<file path="src/rtl/rst_release_seq.sv">
// rst_release_seq
//   Releases N_STAGE downstream resets one at a time, in index order, after the
//   board reset is released. Each stage has to acknowledge on stage_rdy before
//   the next stage is released. A silent stage is put back into reset and
//   retried, up to MAX_RETRY extra attempts, before the sequencer stops in a
//   sticky error state. A released stage that drops its ready line pulls that
//   stage and every later stage back into reset, and sequencing resumes from
//   the lowest stage that dropped.
//
//   Release/ready handshake: stage_rst_n[k] rising is the request and
//   rdy_s[k] high is the acknowledge. The acknowledge is sampled only while the
//   sequencer waits on stage k. A level that is already high counts as an
//   acknowledge on the first waiting cycle. After that, a low level on any
//   released stage below the current one is treated as loss of that stage.
//
//   Limits: N_STAGE 1..8 (stage index is 3 bits), MAX_RETRY <= 255,
//   DLY_CYC and TMO_CYC in 1..2^32-1.
module rst_release_seq #(
   parameter int N_STAGE   = 4,
   parameter int DLY_CYC   = 1_000,
   parameter int TMO_CYC   = 100_000_000,
   parameter int MAX_RETRY = 3
) (
   input  logic               clk_100M,
   input  logic               rst_n,
   input  logic [N_STAGE-1:0] stage_rdy,
   output logic [N_STAGE-1:0] stage_rst_n,
   output logic               all_rdy,
   output logic               seq_err,
   output logic [2:0]         err_stage,
   output logic [2:0]         o_dbg_state
);

   localparam logic [31:0]        DLY_LAST  = 32'(DLY_CYC - 1);
   localparam logic [31:0]        TMO_LAST  = 32'(TMO_CYC - 1);
   localparam logic [7:0]         RETRY_MAX = 8'(MAX_RETRY);
   localparam logic [2:0]         K_LAST    = 3'(N_STAGE - 1);
   localparam logic [N_STAGE-1:0] ONE       = N_STAGE'(1);

   typedef enum logic [2:0] {
      S_IDLE     = 3'd0,
      S_WAIT_DLY = 3'd1,
      S_WAIT_RDY = 3'd2,
      S_DONE     = 3'd3,
      S_FAIL     = 3'd4
   } state_t;

   // Synchronisers
   logic               r_rst_meta;
   logic               r_rst_sync;
   logic [N_STAGE-1:0] r_rdy_meta;
   logic [N_STAGE-1:0] r_rdy_sync;

   // Sequencer state and registered outputs
   state_t             r_state;
   logic [31:0]        r_cnt;
   logic [2:0]         r_k;
   logic [7:0]         r_retry;
   logic [N_STAGE-1:0] r_stage_rst_n;
   logic               r_all_rdy;
   logic               r_seq_err;
   logic [2:0]         r_err_stage;

   // Next-state values
   state_t             w_state_nxt;
   logic [31:0]        w_cnt_nxt;
   logic [2:0]         w_k_nxt;
   logic [7:0]         w_retry_nxt;
   logic [N_STAGE-1:0] w_stage_rst_n_nxt;
   logic               w_all_rdy_nxt;
   logic               w_seq_err_nxt;
   logic [2:0]         w_err_stage_nxt;

   // Decode helpers
   logic [N_STAGE-1:0] w_k_onehot;
   logic [N_STAGE-1:0] w_below_k;
   logic [N_STAGE-1:0] w_mon_mask;
   logic [N_STAGE-1:0] w_lost;
   logic               w_loss_any;
   logic [2:0]         w_loss_idx;
   logic [N_STAGE-1:0] w_keep_mask;
   logic               w_rdy_k;

   // Reset release is synchronised; assertion stays asynchronous
   always_ff @(posedge clk_100M or negedge rst_n) begin
      if (!rst_n) begin
         r_rst_meta <= 1'b0;
         r_rst_sync <= 1'b0;
      end else begin
         r_rst_meta <= 1'b1;
         r_rst_sync <= r_rst_meta;
      end
   end

   // Two-flop synchroniser for the asynchronous per-stage ready lines
   always_ff @(posedge clk_100M or negedge rst_n) begin
      if (!rst_n) begin
         r_rdy_meta <= '0;
         r_rdy_sync <= '0;
      end else begin
         r_rdy_meta <= stage_rdy;
         r_rdy_sync <= r_rdy_meta;
      end
   end

   assign w_k_onehot = ONE << r_k;
   assign w_below_k  = w_k_onehot - ONE;
   assign w_rdy_k    = |(r_rdy_sync & w_k_onehot);

   // Which released stages are watched for loss of ready in the current state
   always_comb begin
      w_mon_mask = '0;
      case (r_state)
         S_WAIT_DLY, S_WAIT_RDY: w_mon_mask = w_below_k;
         S_DONE:                 w_mon_mask = '1;
         default:                w_mon_mask = '0;
      endcase
   end

   assign w_lost     = r_stage_rst_n & ~r_rdy_sync & w_mon_mask;
   assign w_loss_any = |w_lost;

   // Lowest stage index that lost ready
   always_comb begin
      w_loss_idx = '0;
      for (int i = N_STAGE - 1; i >= 0; i--) begin
         if (w_lost[i]) begin
            w_loss_idx = 3'(i);
         end
      end
   end

   // Stages strictly below the lost one stay released
   assign w_keep_mask = (ONE << w_loss_idx) - ONE;

   // Next-state and output logic; ready loss overrides timeout and advance
   always_comb begin
      w_state_nxt       = r_state;
      w_cnt_nxt         = r_cnt;
      w_k_nxt           = r_k;
      w_retry_nxt       = r_retry;
      w_stage_rst_n_nxt = r_stage_rst_n;
      w_all_rdy_nxt     = r_all_rdy;
      w_seq_err_nxt     = r_seq_err;
      w_err_stage_nxt   = r_err_stage;

      if (w_loss_any) begin
         w_stage_rst_n_nxt = r_stage_rst_n & w_keep_mask;
         w_all_rdy_nxt     = 1'b0;
         w_k_nxt           = w_loss_idx;
         w_cnt_nxt         = '0;
         w_retry_nxt       = '0;
         w_state_nxt       = S_WAIT_DLY;
      end else begin
         case (r_state)
            S_IDLE: begin
               if (r_rst_sync) begin
                  w_cnt_nxt   = '0;
                  w_k_nxt     = '0;
                  w_state_nxt = S_WAIT_DLY;
               end
            end

            S_WAIT_DLY: begin
               if (r_cnt == DLY_LAST) begin
                  w_stage_rst_n_nxt = r_stage_rst_n | w_k_onehot;
                  w_cnt_nxt         = '0;
                  w_state_nxt       = S_WAIT_RDY;
               end else begin
                  w_cnt_nxt = r_cnt + 32'd1;
               end
            end

            S_WAIT_RDY: begin
               if (w_rdy_k) begin
                  w_retry_nxt = '0;
                  w_cnt_nxt   = '0;
                  if (r_k == K_LAST) begin
                     w_all_rdy_nxt = 1'b1;
                     w_state_nxt   = S_DONE;
                  end else begin
                     w_k_nxt     = r_k + 3'd1;
                     w_state_nxt = S_WAIT_DLY;
                  end
               end else if (r_cnt == TMO_LAST) begin
                  w_stage_rst_n_nxt = r_stage_rst_n & ~w_k_onehot;
                  w_cnt_nxt         = '0;
                  if (r_retry < RETRY_MAX) begin
                     w_retry_nxt = r_retry + 8'd1;
                     w_state_nxt = S_WAIT_DLY;
                  end else begin
                     w_seq_err_nxt   = 1'b1;
                     w_err_stage_nxt = r_k;
                     w_state_nxt     = S_FAIL;
                  end
               end else begin
                  w_cnt_nxt = r_cnt + 32'd1;
               end
            end

            S_DONE: begin
               w_cnt_nxt = '0;
            end

            S_FAIL: begin
               w_state_nxt = S_FAIL;
            end

            default: begin
               w_state_nxt = S_IDLE;
            end
         endcase
      end
   end

   // Sequencer state register
   always_ff @(posedge clk_100M or negedge rst_n) begin
      if (!rst_n) begin
         r_state       <= S_IDLE;
         r_cnt         <= '0;
         r_k           <= '0;
         r_retry       <= '0;
         r_stage_rst_n <= '0;
         r_all_rdy     <= 1'b0;
         r_seq_err     <= 1'b0;
         r_err_stage   <= '0;
      end else begin
         r_state       <= w_state_nxt;
         r_cnt         <= w_cnt_nxt;
         r_k           <= w_k_nxt;
         r_retry       <= w_retry_nxt;
         r_stage_rst_n <= w_stage_rst_n_nxt;
         r_all_rdy     <= w_all_rdy_nxt;
         r_seq_err     <= w_seq_err_nxt;
         r_err_stage   <= w_err_stage_nxt;
      end
   end

   assign stage_rst_n = r_stage_rst_n;
   assign all_rdy     = r_all_rdy;
   assign seq_err     = r_seq_err;
   assign err_stage   = r_err_stage;
   assign o_dbg_state = r_state;

endmodule

</file>
<file path="config.mk">
export PLATFORM = sky130hd
export DESIGN_NAME = rst_release_seq
export DESIGN_NICKNAME = d
export VERILOG_FILES = /design/src/rtl/rst_release_seq.sv
export SDC_FILE = /design/constraint.sdc
export NUM_CORES = 1
export LEC_CHECK = 0
export ABC_AREA = 1
export BUFFER_PORTS_ARGS = -buffer_cell sky130_fd_sc_hd__buf_2
export CAP_MARGIN = 15
export CORE_ASPECT_RATIO = 2
export CORE_UTILIZATION = 55
export DETAILED_ROUTE_END_ITERATION = 12
export PLACE_DENSITY = 0.72
export SETUP_SLACK_MARGIN = 0.05
export SYNTH_ARGS = -nofsm -noshare
export SYNTH_HDL_FRONTEND = slang
export SYNTH_SLANG_ARGS = --single-unit
</file>
<file path="constraint.sdc">
create_clock -name clk_100M -period 2.3 [get_ports clk_100M]
set_input_delay 0.23 -clock clk_100M [delete_from_list [all_inputs] [get_ports clk_100M]]
set_output_delay 0.23 -clock clk_100M [all_outputs]
set_load 0.01 [all_outputs]
</file>
**After elaboration in Yosys (flattened, before gate mapping)**

Index checks and enable logic that the tools add are counted.

- Register bits: 65

- Multiplexer cells: 38
- Shift-type cells: 2
- Equal/unequal tests: 15
- Order comparisons: 1
- Reduce and logical (&&, ||, !) cells: 19
- $add $sub $neg: 5
- Bitwise logic cells: 11

Operators with widths:

| kind | number |
|---|---|
| 32-bit two-way mux | 5 |
| 32-bit one-hot mux with 4 select lines | 1 |
| 8-bit two-way mux | 5 |
| 32-bit by 1-bit adder with 32-bit output (second input constant) | 1 |
| 32-bit by 10-bit == test with 1-bit output (second input constant) | 1 |
| 32-bit by 27-bit == test with 1-bit output (second input constant) | 1 |
| 3-bit two-way mux | 10 |
| 4-bit AND | 5 |
| 3-bit inequality test (second input constant) | 6 |
| 4-bit two-way mux | 4 |
| 4-bit one-hot mux with 2 select lines | 2 |
| 3-bit one-hot mux with 5 select lines | 1 |
| 4-bit AND reduction | 3 |
| 3-bit nonzero test | 4 |
| 2-bit two-way mux | 5 |
| 3-bit by 2-bit == test with 1-bit output (second input constant) | 3 |
| 8-bit by 1-bit adder with 8-bit output (second input constant) | 1 |
| 8-bit by 2-bit < comparator with 1-bit output (second input constant) | 1 |
| 4-bit inverter | 2 |
| 4-bit OR reduction | 2 |
| 1-bit by 3-bit << shifter with 4-bit output (first input constant) | 2 |
| 4-bit by 1-bit subtractor with 4-bit output (second input constant) | 2 |
| 3-bit one-hot mux with 2 select lines | 1 |
| 3-bit AND reduction | 2 |
| other kinds (14) | 21 |

**Depth between registers and ports, before layout**

Gate-level depths: netlist (run 1).

- Depth in word-level cells: 12
- Depth in mapped cells: 16

**Worst setup path before layout (run 1)**

No wires, ideal clock.

- Kind: register to register
- From: reg r_k[0]
- To: reg r_cnt[17]
- Data arrival time: 1.880 ns
- Clock period less this slack: 2.003 ns
- Slack: 0.297 ns
- Stages on the path, launching flop included: 16
- Path through: dfrtp_1 > inv_1 > ha_1 > nand2_2 > ha_1 > nand3b_1 > nand2_1 > nand2_1 > nand2_1 > nand2_1 > nand2_2 > nor2_8 > buf_8 > buf_4 > o21ai_0 > nand2_1

- Longest elaborated chain between the ends: 7
- Elaborated cells on any way between the ends: 13
- Those cells by class: add/sub (1); eq/ne (1); shift (1); mux (4); bitwise (2); reduce/logical (4)

RTL lines:

| element | RTL line | source |
|---|---|---|
| start, declared | 57 | `logic [2:0] r_k;` |
| start signal, assigned | 230 | `r_k <= w_k_nxt;` |
| 1-bit by 3-bit << shifter with 4-bit output (*) | 106 | `assign w_k_onehot = ONE << r_k;` |
| 4-bit by 1-bit subtractor with 4-bit output | 107 | `assign w_below_k = w_k_onehot - ONE;` |
| 4-bit one-hot mux with 2 select lines | 113 | `case (r_state)` |
| 4-bit AND | 120 | `assign w_lost = r_stage_rst_n & ~r_rdy_sync & w_mon_mask;` |
| 4-bit OR reduction | 121 | `assign w_loss_any = \|w_lost;` |
| 3-bit inequality test (no line) or 5-bit nonzero test (tied branches) | -- |  |
| 2-bit AND reduction (no line) | -- |  |
| end signal, assigned | 229 | `r_cnt <= w_cnt_nxt;` |
| end, declared | 56 | `logic [31:0] r_cnt;` |

Every way passes the cells marked *; elsewhere a longest branch is shown, timed or not.
A chain may end at the register's enable or synchronous reset.

**Worst setup path in the final report (run 1)**

- From: reg r_k[0]
- To: reg r_k[2]

- Longest elaborated chain between the ends: 7
- Elaborated cells on any way between the ends: 18
- Those cells by class: add/sub (2); eq/ne (4); shift (1); mux (5); bitwise (2); reduce/logical (4)

RTL lines:

| element | RTL line |
|---|---|
| 1-bit by 3-bit << shifter with 4-bit output | 106 |
| 4-bit by 1-bit subtractor with 4-bit output | 107 |
| 4-bit one-hot mux with 2 select lines | 113 |
| 4-bit AND | 120 |
| 4-bit OR reduction | 121 |
| 3-bit inequality test (no line) or 3-bit nonzero test (tied branches) | -- |
| 4-bit AND reduction (no line) | -- |

Several ways; a longest one is shown, not always the timed one. The select of a mux whose other input is x is not followed.

==> key figures, run 1 <==
Status
  – Status: finished clean

Logic synthesis
  – Library cells used by synthesis: 40
  – Yosys reg bits: 65
  – Avg Inst Size Synth: a little over 7 µm²
  – Synthesized cell area: roughly 4100 µm²
  – Register area share after synthesis: 0.398
  – Proportion of netlist area held by the largest area contributor: 0.398
  – Yosys warning count: 0
  – Mapped Cells: 570
  – Area leader, netlist: dfrtp_1
  – Synth area leaders: dfrtp_1, nand2_1, nor2_1
  – Syn nets: roughly 580

Pwr
  – Clock group share of total power: 0.336
  – Pint: just under 3 mW
  – Max IR drop VDD: roughly 0.56 mV
  – Leak: between 2 and 2.5 nW
  – Sw Share: 0.383
  – Combinational power share: 0.384
  – Tot Pwr: 4.81 mW
  – P per Cell Area: about 960 nW/µm²
  – NetSw: around 1.8 mW
  – Sequential Power Share: 0.280

Routing
  – Vias after detailed routing: between 4,000 and 5,000
  – Via-per-instance ratio: 5.64
  – Wirelength per Cell: ~19 µm
  – DRT antenna net count: 0
  – DRC violations left: 0
  – Iter 0 DRT Violations: ~230
  – Final WL: approximately 13,000 µm
  – First drt pass iteration count: 5

Critical path
  – Worst reg-to-reg path cell count: 15
  – Reg2reg setup slack: 0.1 ns
  – Critical-path top delay cell: dfrtp_1
  – Critical path class: flop to flop
  – Critical path data required time: between 2 and 3 ns
  – Crit-path max FO: 5
  – Worst setup path start: r_k[0]
  – CP peak stage delay: about 0.43 ns
  – FF-to-FF Start: r_k[0]
  – Crit path cell chain: inv_2, ha_4, nand2_4, buf_4, nand3_1, nand2_1, nand3_1, nand2_1, nand2_2, nand2_2, nor2_8, buf_12, nand2_2, nand3_1, o21ai_0
  – R2r endpoint: r_k[2]
  – Critical Path Sink Type: flop
  – Worst EP arrival: approximately 2.4 ns
  – Critical path launch point type: flop

STA
  – Slew Viols, Final: 0
  – Final Cycle Share: 0.957
  – Clk_skew: around 0.0073 ns
  – Relative slew slack: 0.651
  – RSZ-0062 raised after global routing: yes
  – Final setup viols: 0
  – Final min period: between 2 and 2.5 ns
  – Hold Vio Cnt, Final: 0
  – Min Hold Slack: between 0.3 and 0.4 ns
  – Least-Margin Pin Slew: between 0.5 and 0.6 ns
  – Fin Setup TNS: 0 ns
  – Fmax: 0.454 GHz

Min path
  – Hold_sp: r_rdy_meta[0]
  – Hold path endpoint: r_rdy_sync[0]
  – Worst hold path cell count: 0
  – Hold WC Path Type: flop to flop

Floorplanning
  – Core ar.: slightly above 7000 µm²
  – Die height: 124 µm
  – # IOs: 18
  – Die W: 63.0 µm
  – Site Rows: 44
  – Die area: a little under 8000 µm²
  – Initial Util: 0.567

Clock tree
  – CTS Buf Count: 9
  – H-tree levels: 3
  – Clock insertion delay at the later pin of the skew report: 0.34 ns
  – TritonCTS sink count: 65
  – Clock Tree Buf Depth: 2
  – Clock Tree Root: clkbuf_16
  – CTS tree: yes
  – Clk slew on worst S/H paths: roughly 0.060 ns

GRT
  – Vias in the first global route: 4,049
  – Largest net degree at the start of global routing: 32
  – Overflow after GRT: 0
  – Initial antenna violation count: 0
  – Total GRT Usage: 0.364
  – First-pass GRT wire length: between 20,000 and 25,000 µm

Cells and area
  – Area grow syn2layout: 23.0%
  – Reg area: about 1600 µm²
  – Fin util: 0.697
  – Multi-input logic area: ~2300 µm²
  – Share of cells above drive strength 1: 0.179
  – Nets@finish: 640
  – Post-route cell area: a little over 5000 µm²
  – Fill cell count: between 600 and 700
  – ANT cells: 0

Run
  – Max-Cap Viols: 0

Place
  – Placed inst area: around 4400 µm²
  – RePlAce Congestion: between 0.9 and 1
  – PortBufs: 17
  – DP HPWL: between 9000 and 10,000 µm
## cells by family after synthesis
kind of cell               share of synthesized area
adders and majority gates                     0.0245
AOI/OAI and AO/OA                             0.0649
xor gates and xnor gates                      0.0343
buffers and inverters                         0.0697
DFF                                            0.398
and+or+nand+nor                                0.408
other                                       0.000917
## routing by layer
metal  GRT usage  wire length [µm]  vias up
met3      0.0549               457       58
li1            -                 -     1957
met2       0.692              7600      139
met5           0                 0        -
met4       0.298               965        0
met1       0.334              4440     1925
## state kept, by name, indices dropped and copies added, names as in the netlist, named ones only
register	flops
r_retry	8
err_stage	3
r_rst_meta	1
r_rdy_meta	4
o_dbg_state	3
seq_err	1
all_rdy	1
r_k	3
r_rst_sync	1
r_cnt	32
r_rdy_sync	4
## Yosys cell counts (all sizes together)
cell type  count
a21boi         6
nand3b         3
a211oi         1
nor3          28
o21bai         1
ha             8
nand3         52
clkbuf         2
nand2        175
o22ai          4
conb           1
o31ai          1
a31oi          1
nor2          87
a21oi          5
nor4           4
dfrtp         65
o21ai         26
nand4         15
buf            6
xnor2          2
inv           61
xor2          14
or2            2
## worst max-delay path by stage
stage	endpoint	slack (ns)
detailed placement	r_cnt[23]	0.05
global route	r_retry[0]	0.02
CTS	r_retry[0]	0.06
floorplan	r_cnt[17]	0.30
global placement	r_cnt[23]	0.09
finish	r_k[2]	0.1
## critical path, delay by kind of cell, from the launching register on
family | cells | cell delay, ns
compound gates | 1 | 0.09
fa+ha+maj | 1 | 0.16
flops | 1 | 0.43
buf+inv | 3 | 0.45
simple gates | 10 | 0.92
## placed cells by master, fill, tap and decap left out, types with 2 or more instances in the layout
master	instances
nand3_4	3
ha_4	2
buf_12	2
nand2_2	9
nor2_4	3
nand3_2	3
buf_2	17
clkbuf_16	10
nand3b_1	3
inv_2	8
inv_1	52
o21ai_0	19
nand2_4	7
nor2_1	79
xnor2_1	2
nand3_1	47
bufinv_16	3
o22ai_1	4
nand2_1	158
nand4_1	15
inv_6	2
nor4_1	4
buf_4	26
clkinv_4	2
dfrtp_1	65
o21ai_1	5
dlygate4sd3_1	5
ha_1	3
xor2_1	14
a21oi_1	4
nor3_1	27
ha_2	3
nor2_2	4
a21boi_1	6
## power by group through the flow
stage / clock [mW] / sequential (mW) / combinational (mW)
after floorplan: 0 / 1.37 / 1.06
after global placement: 0 / 1.35 / 1.51
after detailed placement: 0 / 1.36 / 1.52
after CTS: 1.64 / 1.35 / 1.54
after global routing: 1.67 / 1.35 / 2.00
final: 1.61 / 1.35 / 1.85
## timing repair
action                                  CTS  global route
hold endpoints to repair                 18             0
buffers inserted                          0            10
gates resized for setup                   2            29
pin swaps                                 0             3
hold buffers                              5             0
gates cloned                              0             2
endpoints found under the setup margin    9            41
## stage by stage
| stage | setup WS [ns] | std cells |
|---|---|---|
| after floorplan | 0.297 | 570 |
| after global placement | 0.0871 | 690 |
| after detailed placement | 0.0491 | 690 |
| after CTS | 0.0648 | 711 |
| after global routing | 0.0199 | 723 |
| final | 0.0994 | 723 |
## final cells by class
cell class	count	share of cell area
flip-flops and latches	65	0.323
inverters	61	0.0460
well taps	92	0.0229
clock buffers	9	0.0448
clock inverters	7	0.0249
multi-input cells	437	0.456
repair buffers	52	0.0816
Power figures use the tool's default switching activity.
==> run 2: changes to the inputs <==
Settings changed: ABC_AREA 1 to not set, PLACE_DENSITY 0.72 to 0.73.
==> run 2 against run 1 <==
Against the previous run:
- the run now fails in global routing (5_1_grt)
- synthesized area is 11% lower
- synthesized cell count decreased by 32%
==> key figures, run 2 <==
Status
  – Status: did not finish
  – Failing step: global routing (5_1_grt)
  – Error msg: [ERROR GRT-0232] Routing congestion too high. Check the congestion heatmap in the GUI.

Logic synthesis
  – Avg Inst Size Synth: ~9.4 µm²
  – Mapped Cells: 386
  – Proportion of netlist area held by the largest area contributor: 0.448
  – Register area share after synthesis: 0.448
  – Synthesized cell area: 3630 µm²
  – Most frequent cell after synthesis: dfrtp_1
  – Yosys reg bits: 65
  – Synth area leaders: dfrtp_1, nand2_1, nand4_1
  – Synth Flop Type: dfrtp_1
  – Yosys warning count: 0
  – Area leader, netlist: dfrtp_1
  – Top cells by count, synth: dfrtp_1, nand2_1, nor2_1
  – Syn nets: 400
  – Async S/R FF share, synth: 1.00
  – Library cells used by synthesis: 63
  – Post-synth EDFFs: 0

Clock tree
  – Clock Tree Buf Depth: 2
  – Clock Tree Root: clkbuf_16
  – H-tree levels: 3
  – CTS Buf Count: 9
  – TritonCTS sink count: 65

STA
  – Kind of the worst endpoint: sequential cell input
  – Worst endpoint after global-route timing repair: err_stage[1]$_DFFE_PN0P_/D

Floorplanning
  – Initial Util: 0.570
  – Die height: 117 µm
  – # IOs: 18
  – Site Rows: between 40 and 50
  – Die W: approximately 59 µm

Place
  – PortBufs: 17
  – DP HPWL: 8800 µm
  – Inst Count DP: approximately 570
  – RePlAce Congestion: around 1.1
  – Placed inst area: 4580 µm²

GRT
  – Overflow after GRT: 48
  – Largest net degree at the start of global routing: 38
  – Total GRT Usage: 0.634
-- run 2: changes by cell type after synthesis, moves of 7 or more --
cell | before | now
inv_1 | 55 | 9
clkbuf_1 | 2 | 9
nand2_1 | 164 | 39
nand3_1 | 48 | 25
and3_1 | 0 | 12
nor2_1 | 82 | 31
nor3_1 | 27 | 15
and2_1 | 0 | 9
-- run 2: stage by stage --
step                setup slack, ns  hold WS [ns]  setup TNS, ns
CTS                          -0.197      0.000605          -4.92
detailed placement           -0.336         0.312          -9.44
global placement             -0.283         0.301          -8.09
floorplan                    -0.104       -0.0656          -2.24
-- run 2: metal layers --
layer	overflow	GRT usage
met4	18	0.730
met5	0	0
met1	0	0.590
met3	0	0.382
met2	30	0.867
-- run 2: kinds of logic after synthesis --
group                      after synthesis  synth area share
adders and majority gates               11            0.0359
buffers and inverters                   27            0.0317
AOI/OAI and AO/OA                       74             0.146
other                                    1           0.00103
and+or+nand+nor                        186             0.280
muxes                                    9            0.0259
DFF                                     65             0.448
xor gates and xnor gates                13            0.0314
-- run 2: timing repair --
action / CTS
endpoints found under the setup margin: 54
resized for setup: 79
buffers inserted: 19
hold buffers: 2
hold endpoints to repair: 29
pin swaps: 42
cloned: 2
==> run 3: changes to the inputs <==
Settings changed: CORE_ASPECT_RATIO 2 to not set, CORE_UTILIZATION 55 to 40, PLACE_DENSITY 0.73 to not set, PLACE_DENSITY_LB_ADDON set to 0.15, SETUP_SLACK_MARGIN 0.05 to not set.
==> run 3 against run 2 <==
Against the previous run:
- the flow now finishes, with violations (setup timing)
- synthesized cell count unchanged
- synthesized area stayed put
==> key figures, run 3 <==
GRT
  – Vias in the first global route: 3,577
  – GR met1 Demand/Resource: 0.303
  – Overflow after GRT: 0
  – First-pass GRT wire length: 18,000 µm
  – Grt met3 use: 0.0410
  – Gr busiest metal: met2
  – M2 GR Usage: 0.415
  – Initial antenna violation count: 0
  – Total GRT Usage: 0.240
  – Largest net degree at the start of global routing: 36

Logic synthesis
  – Yosys reg bits: 65
  – Mapped Cells: slightly below 400
  – Register area share after synthesis: 0.448
  – Proportion of netlist area held by the largest area contributor: 0.448
  – Async S/R FF share, synth: 1.00
  – Synth Flop Type: dfrtp_1
  – Synth area leaders: dfrtp_1, nand2_1, nand4_1
  – Yosys warning count: 0
  – Avg Inst Size Synth: 9.40 µm²
  – Synthesized cell area: ~3600 µm²
  – Library cells used by synthesis: 63
  – Syn nets: 400
  – Top cells by count, synth: dfrtp_1, nand2_1, nor2_1
  – Area leader, netlist: dfrtp_1
  – Most frequent cell after synthesis: dfrtp_1
  – Post-synth EDFFs: 0

Floorplanning
  – # IOs: 18
  – Die height: 97.2 µm
  – Initial Util: 0.414
  – Core ar.: around 9000 µm²
  – Die area: about 9500 µm²
  – Site Rows: 34
  – Die W: between 90 and 100 µm

Critical path
  – Crit path cell chain: inv_2, ha_4, buf_4, buf_6, a222oi_1, buf_4, o211a_4, a22o_4, nor4_4, buf_4, mux2_4
  – Critical-path top delay cell: dfrtp_1
  – Crit-path most repeated cell: buf_4
  – CP peak stage delay: about 0.42 ns
  – Critical path data required time: between 2 and 3 ns
  – Crit-path max FO: 5
  – Worst setup path start: r_k[1]
  – CP delay by family, top: buffers and inverters
  – FF-to-FF Start: r_k[1]
  – Critical path class: flop to flop
  – Crit path depth: 11
  – Worst EP arrival: 2.75 ns
  – Worst reg-to-reg path cell count: 11
  – Critical Path Sink Type: flop
  – WP buf/inv: 5
  – Critical path launch point type: flop

Min path
  – Worst hold path cell count: 0
  – Hold WC Path Type: flop to flop
  – Hold_sp: r_rst_meta

Status
  – Failing checks: setup timing
  – Status: finished with violations

Routing
  – Final WL: roughly 11,000 µm
  – DRT antenna net count: 0
  – DRC violations left: 0
  – First drt pass iteration count: 4
  – Vias after detailed routing: roughly 3,500
  – Iter 0 DRT Violations: around 130
  – Via-per-instance ratio: 5.66
  – Wirelength per Cell: around 18 µm

Place
  – RePlAce Congestion: around 0.9
  – PortBufs: 17
  – Inst Count DP: 578
  – Placed inst area: around 4500 µm²
  – DP HPWL: 7620 µm

Pwr
  – Sw Share: 0.376
  – NetSw: approximately 1.7 mW
  – Sequential Power Share: 0.289
  – P per Cell Area: approximately 850 nW/µm²
  – Tot Pwr: ~4.6 mW
  – Clock group share of total power: 0.212
  – Pint: ~2.8 mW
  – Combinational power share: 0.499
  – Max IR drop VDD: between 0.5 and 0.6 mV
  – Leak: 2.35 nW

Clock tree
  – Clk slew on worst S/H paths: 0.07 ns
  – CTS tree: yes
  – Clock Tree Buf Depth: 2
  – H-tree levels: 3
  – Clock insertion delay at the later pin of the skew report: around 0.34 ns
  – TritonCTS sink count: 65
  – Clock Tree Root: clkbuf_8
  – CTS Buf Count: 9

Cells and area
  – Largest reg by FF count: r_cnt
  – Regs by FF count: r_cnt (32), r_retry (8)
  – Final cell count without fillers: 618
  – Fill cell count: around 740
  – Commonest non-fill, non-tap cell in the layout: buf_4
  – Share of cells above drive strength 1: 0.435
  – Area grow syn2layout: 48.1%
  – ANT cells: 0
  – Reg area: about 1600 µm²
  – Nets@finish: ~520
  – Multi-input logic area: about 2400 µm²
  – Post-route cell area: between 5000 and 6000 µm²
  – Commonest cells after routing, fill and taps aside: buf_4, dfrtp_1, nand2_1
  – Max reg flops: 32

STA
  – Relative slew slack: 0.515
  – Min Hold Slack: ~0.34 ns
  – Final min period: 2.52 ns
  – Final setup viols: 51
  – Final Cycle Share: 1.10
  – Post-route setup slack: -0.224 ns
  – Hold Vio Cnt, Final: 0
  – Slew Viols, Final: 0
  – Fin Setup TNS: -6.05 ns
  – Least-Margin Pin Slew: about 0.73 ns
  – RSZ-0062 raised after global routing: yes
  – Clk_skew: 0.00716 ns
  – Fmax: approximately 0.40 GHz

Run
  – Max-Cap Viols: 0
-- run 3: cell counts after synthesis --
Identical to the previous run, type by type.
-- run 3: routing by layer --
| metal | vias to the layer above | wire length (µm) |
|---|---|---|
| met5 | - | 0 |
| met4 | 0 | 148 |
| met2 | 66 | 5690 |
| met3 | 12 | 342 |
| met1 | 1738 | 4690 |
| li1 | 1679 | - |
-- run 3: final cells by class --
class,instances,share of cell area
clock buffers,13,0.0277
clock inverters,3,0.00745
inverters,9,0.00628
multi-input cells,294,0.439
flip-flops and latches,65,0.303
well taps,108,0.0251
repair buffers,126,0.192
-- run 3: logic make-up after synthesis --
logic type / synth area share
AOI/OAI and AO/OA: 0.146
xor gates and xnor gates: 0.0314
adders and majority gates: 0.0359
buffers and inverters: 0.0317
DFF: 0.448
muxes: 0.0259
other: 0.00103
and+or+nand+nor: 0.280
-- run 3: what timing repair did --
item	in CTS	in global routing
pin swaps	56	21
endpoints found under the setup margin	54	55
gates resized for setup	74	36
setup buffers	16	6
cloned	1	0
endpoints found under the hold margin	34	0
hold buffers	5	0
-- run 3: final timing paths --
check,slack (ns),to
setup / recovery,-0.22,err_stage[0]
hold / removal,0.34,r_rst_sync
setup reg to reg,-0.22,err_stage[0]
hold reg to reg,0.34,r_rst_sync
max in group asynchronous,1.17,r_cnt[14]
min in group asynchronous,0.48,r_rdy_sync[1]
-- run 3: power groups by stage --
stage,Clock (mW),Sequential [mW],Combinational (mW)
detailed placement,0,1.34,1.66
global placement,0,1.34,1.64
CTS,0.985,1.32,2.07
finish,0.966,1.32,2.27
global route,1.04,1.33,2.44
floorplan,0,1.34,0.972
-- run 3: per-stage QoR --
stage / utilization / setup WS, ns
floorplan: - / -0.104
global placement: 0.516 / -0.285
detailed placement: 0.516 / -0.356
CTS: 0.589 / -0.254
global route: 0.613 / -0.302
finish: 0.613 / -0.224
==> run 4: changes to the inputs <==
Settings changed: GPL_TIMING_DRIVEN set to 1.
Clock period 2.3 ns to 2.2 ns, I/O delays scaled along.
==> run 4 against run 3 <==
Against the previous run:
- the run still ends with setup timing left
- clock skew is 0.0020 ns higher
- die area stayed put
- first-iteration DRC count is 47% higher
==> key figures, run 4 (synthesis gave the netlist of run 3 again) <==
Clock tree
  – CTS Buf Count: 9
  – Clock Tree Buf Depth: 2
  – H-tree levels: 3
  – TritonCTS sink count: between 60 and 70
  – Clock Tree Root: clkbuf_8
  – Clock insertion delay at the later pin of the skew report: approximately 0.35 ns
  – CTS tree: yes
  – Clk slew on worst S/H paths: 0.08 ns

Routing
  – Iter 0 DRT Violations: about 190
  – Via-per-instance ratio: roughly 5.8
  – Vias after detailed routing: 3,679
  – First drt pass iteration count: 4
  – Wirelength per Cell: around 18 µm
  – DRT antenna net count: 0
  – Final WL: 11,700 µm
  – DRC violations left: 0

Floorplanning
  – # IOs: 18
  – Die height: 97.2 µm
  – Core ar.: a little under 9000 µm²
  – Site Rows: 34
  – Die area: 9460 µm²
  – Initial Util: 0.414
  – Die W: 97.2 µm

STA
  – Final setup viols: 55
  – Final min period: around 2.5 ns
  – RSZ-0062 raised after global routing: yes
  – Post-route setup slack: -0.336 ns
  – Fmax: a little under 0.4 GHz
  – Relative slew slack: 0.556
  – Slew Viols, Final: 0
  – Hold Vio Cnt, Final: 0
  – Clk_skew: a little over 0.009 ns
  – Final Cycle Share: 1.15
  – Fin Setup TNS: -11.84 ns
  – Least-Margin Pin Slew: ~0.67 ns

Min path
  – Worst hold path cell count: 0
  – Hold WC Path Type: flop to flop

Critical path
  – Critical path launch point type: flop
  – Critical-path top delay cell: or4_4
  – WP buf/inv: 1
  – Worst reg-to-reg path cell count: 7
  – Crit-path max FO: 4
  – Crit path depth: 7
  – Critical path data required time: approximately 2.4 ns
  – Worst EP arrival: around 2.8 ns
  – Crit-path most repeated cell: nor4_4
  – Crit path cell chain: or4_4, nor4_4, nand3_2, a22o_4, nor4_4, buf_4, mux2_4
  – Critical path class: flop to flop
  – CP delay by family, top: simple AND/OR/NAND/NOR gates
  – Critical Path Sink Type: flop
  – CP peak stage delay: 0.53 ns

Pwr
  – Max IR drop VDD: around 0.4 mV
  – Leak: 2.51 nW
  – P per Cell Area: 911 nW/µm²

Place
  – DP HPWL: 7870 µm
  – Placed inst area: 4690 µm²
  – Inst Count DP: roughly 600
  – PortBufs: 17
  – Worst slack at placement: -0.448 ns
  – RePlAce Congestion: approximately 0.92

Cells and area
  – Area grow syn2layout: 54.9%
  – Commonest non-fill, non-tap cell in the layout: buf_4
  – Largest reg by FF count: r_cnt
  – ANT cells: 0
  – Max reg flops: 32
  – Commonest cells after routing, fill and taps aside: buf_4, dfrtp_1, nand2_1
  – Share of cells above drive strength 1: 0.457
  – Post-route cell area: between 5000 and 6000 µm²
  – Fill cell count: approximately 700
  – Final cell count without fillers: 638
  – Multi-input logic area: 2350 µm²
  – Reg area: approximately 1600 µm²
  – Regs by FF count: r_cnt (32), r_retry (8)
  – Fin util: 0.641
  – Nets@finish: 539

GRT
  – First-pass GRT wire length: approximately 19,000 µm
  – Total GRT Usage: 0.253
  – Overflow after GRT: 0
  – Largest net degree at the start of global routing: 40
  – Vias in the first global route: between 3,000 and 4,000
  – Initial antenna violation count: 0

Status
  – Failing checks: setup timing
  – Status: finished with violations

Run
  – Max-Cap Viols: 0
==> run 4: cell count changes in the layout (fill, tap and decap cells not counted), sizes merged <==
cell	previous run	this run
buf	121	139
clkbuf	13	11
inv	9	10
bufinv	1	3
clkinv	2	3
==> run 4: final timing paths <==
| check | startpoint | end | slack, ns |
|---|---|---|---|
| max | r_cnt[18] | err_stage[0] | -0.34 |
| min | r_rst_meta | r_rst_sync | 0.35 |
| max reg2reg | r_cnt[18] | err_stage[0] | -0.34 |
| min reg2reg | r_rst_meta | r_rst_sync | 0.35 |
| max in group asynchronous | rst_n | r_cnt[14] | 1.11 |
| min in group asynchronous | rst_n | asynchronous set/reset pin | 0.43 |
==> run 4: routing by layer <==
layer / share of wire / global-route usage / up-vias
met5: 0 / 0 / -
met4: 0.024 / 0.101 / 0
met3: 0.029 / 0.0676 / 28
met2: 0.52 / 0.432 / 85
met1: 0.43 / 0.302 / 1846
li1: - / - / 1720
==> run 4: where the power goes <==
group	switching, mW	leakage (nW)	total, mW	internal, mW
Sequential	0.0754	0.876	1.36	1.29
Clock	0.512	0.124	1.27	0.755
Combinational	1.28	1.51	2.49	1.21
==> run 4: timing repair <==
action	CTS	global route
hold buffers	5	0
gates cloned	1	2
resized for setup	29	76
pin swaps	14	38
endpoints found under the hold margin	30	0
setup buffers	11	9
setup endpoints to repair	55	55
==> run 4: final cells by class <==
| type | count | share of cell area |
|---|---|---|
| multi-input cells | 294 | 0.418 |
| flip-flops and latches | 65 | 0.289 |
| repair buffers | 146 | 0.220 |
| well taps | 108 | 0.0240 |
| clock buffers | 9 | 0.0220 |
| clock inverters | 7 | 0.0209 |
| inverters | 9 | 0.00601 |
==> run 4: worst register-to-register path: stages, from the launching register on <==
cell	delay (ns)
dfrtp_1	0.41
or4_4	0.53
nor4_4	0.33
nand3_2	0.13
a22o_4	0.26
nor4_4	0.25
buf_4	0.19
mux2_4	0.30
==> run 4: metrics by stage <==
step	total power [mW]	hold WS, ns
after floorplan	2.42	-0.0756
after global placement	3.21	0.275
after detailed placement	3.24	0.284
after CTS	4.79	0.352
after global routing	5.37	0.355
final	5.12	0.353
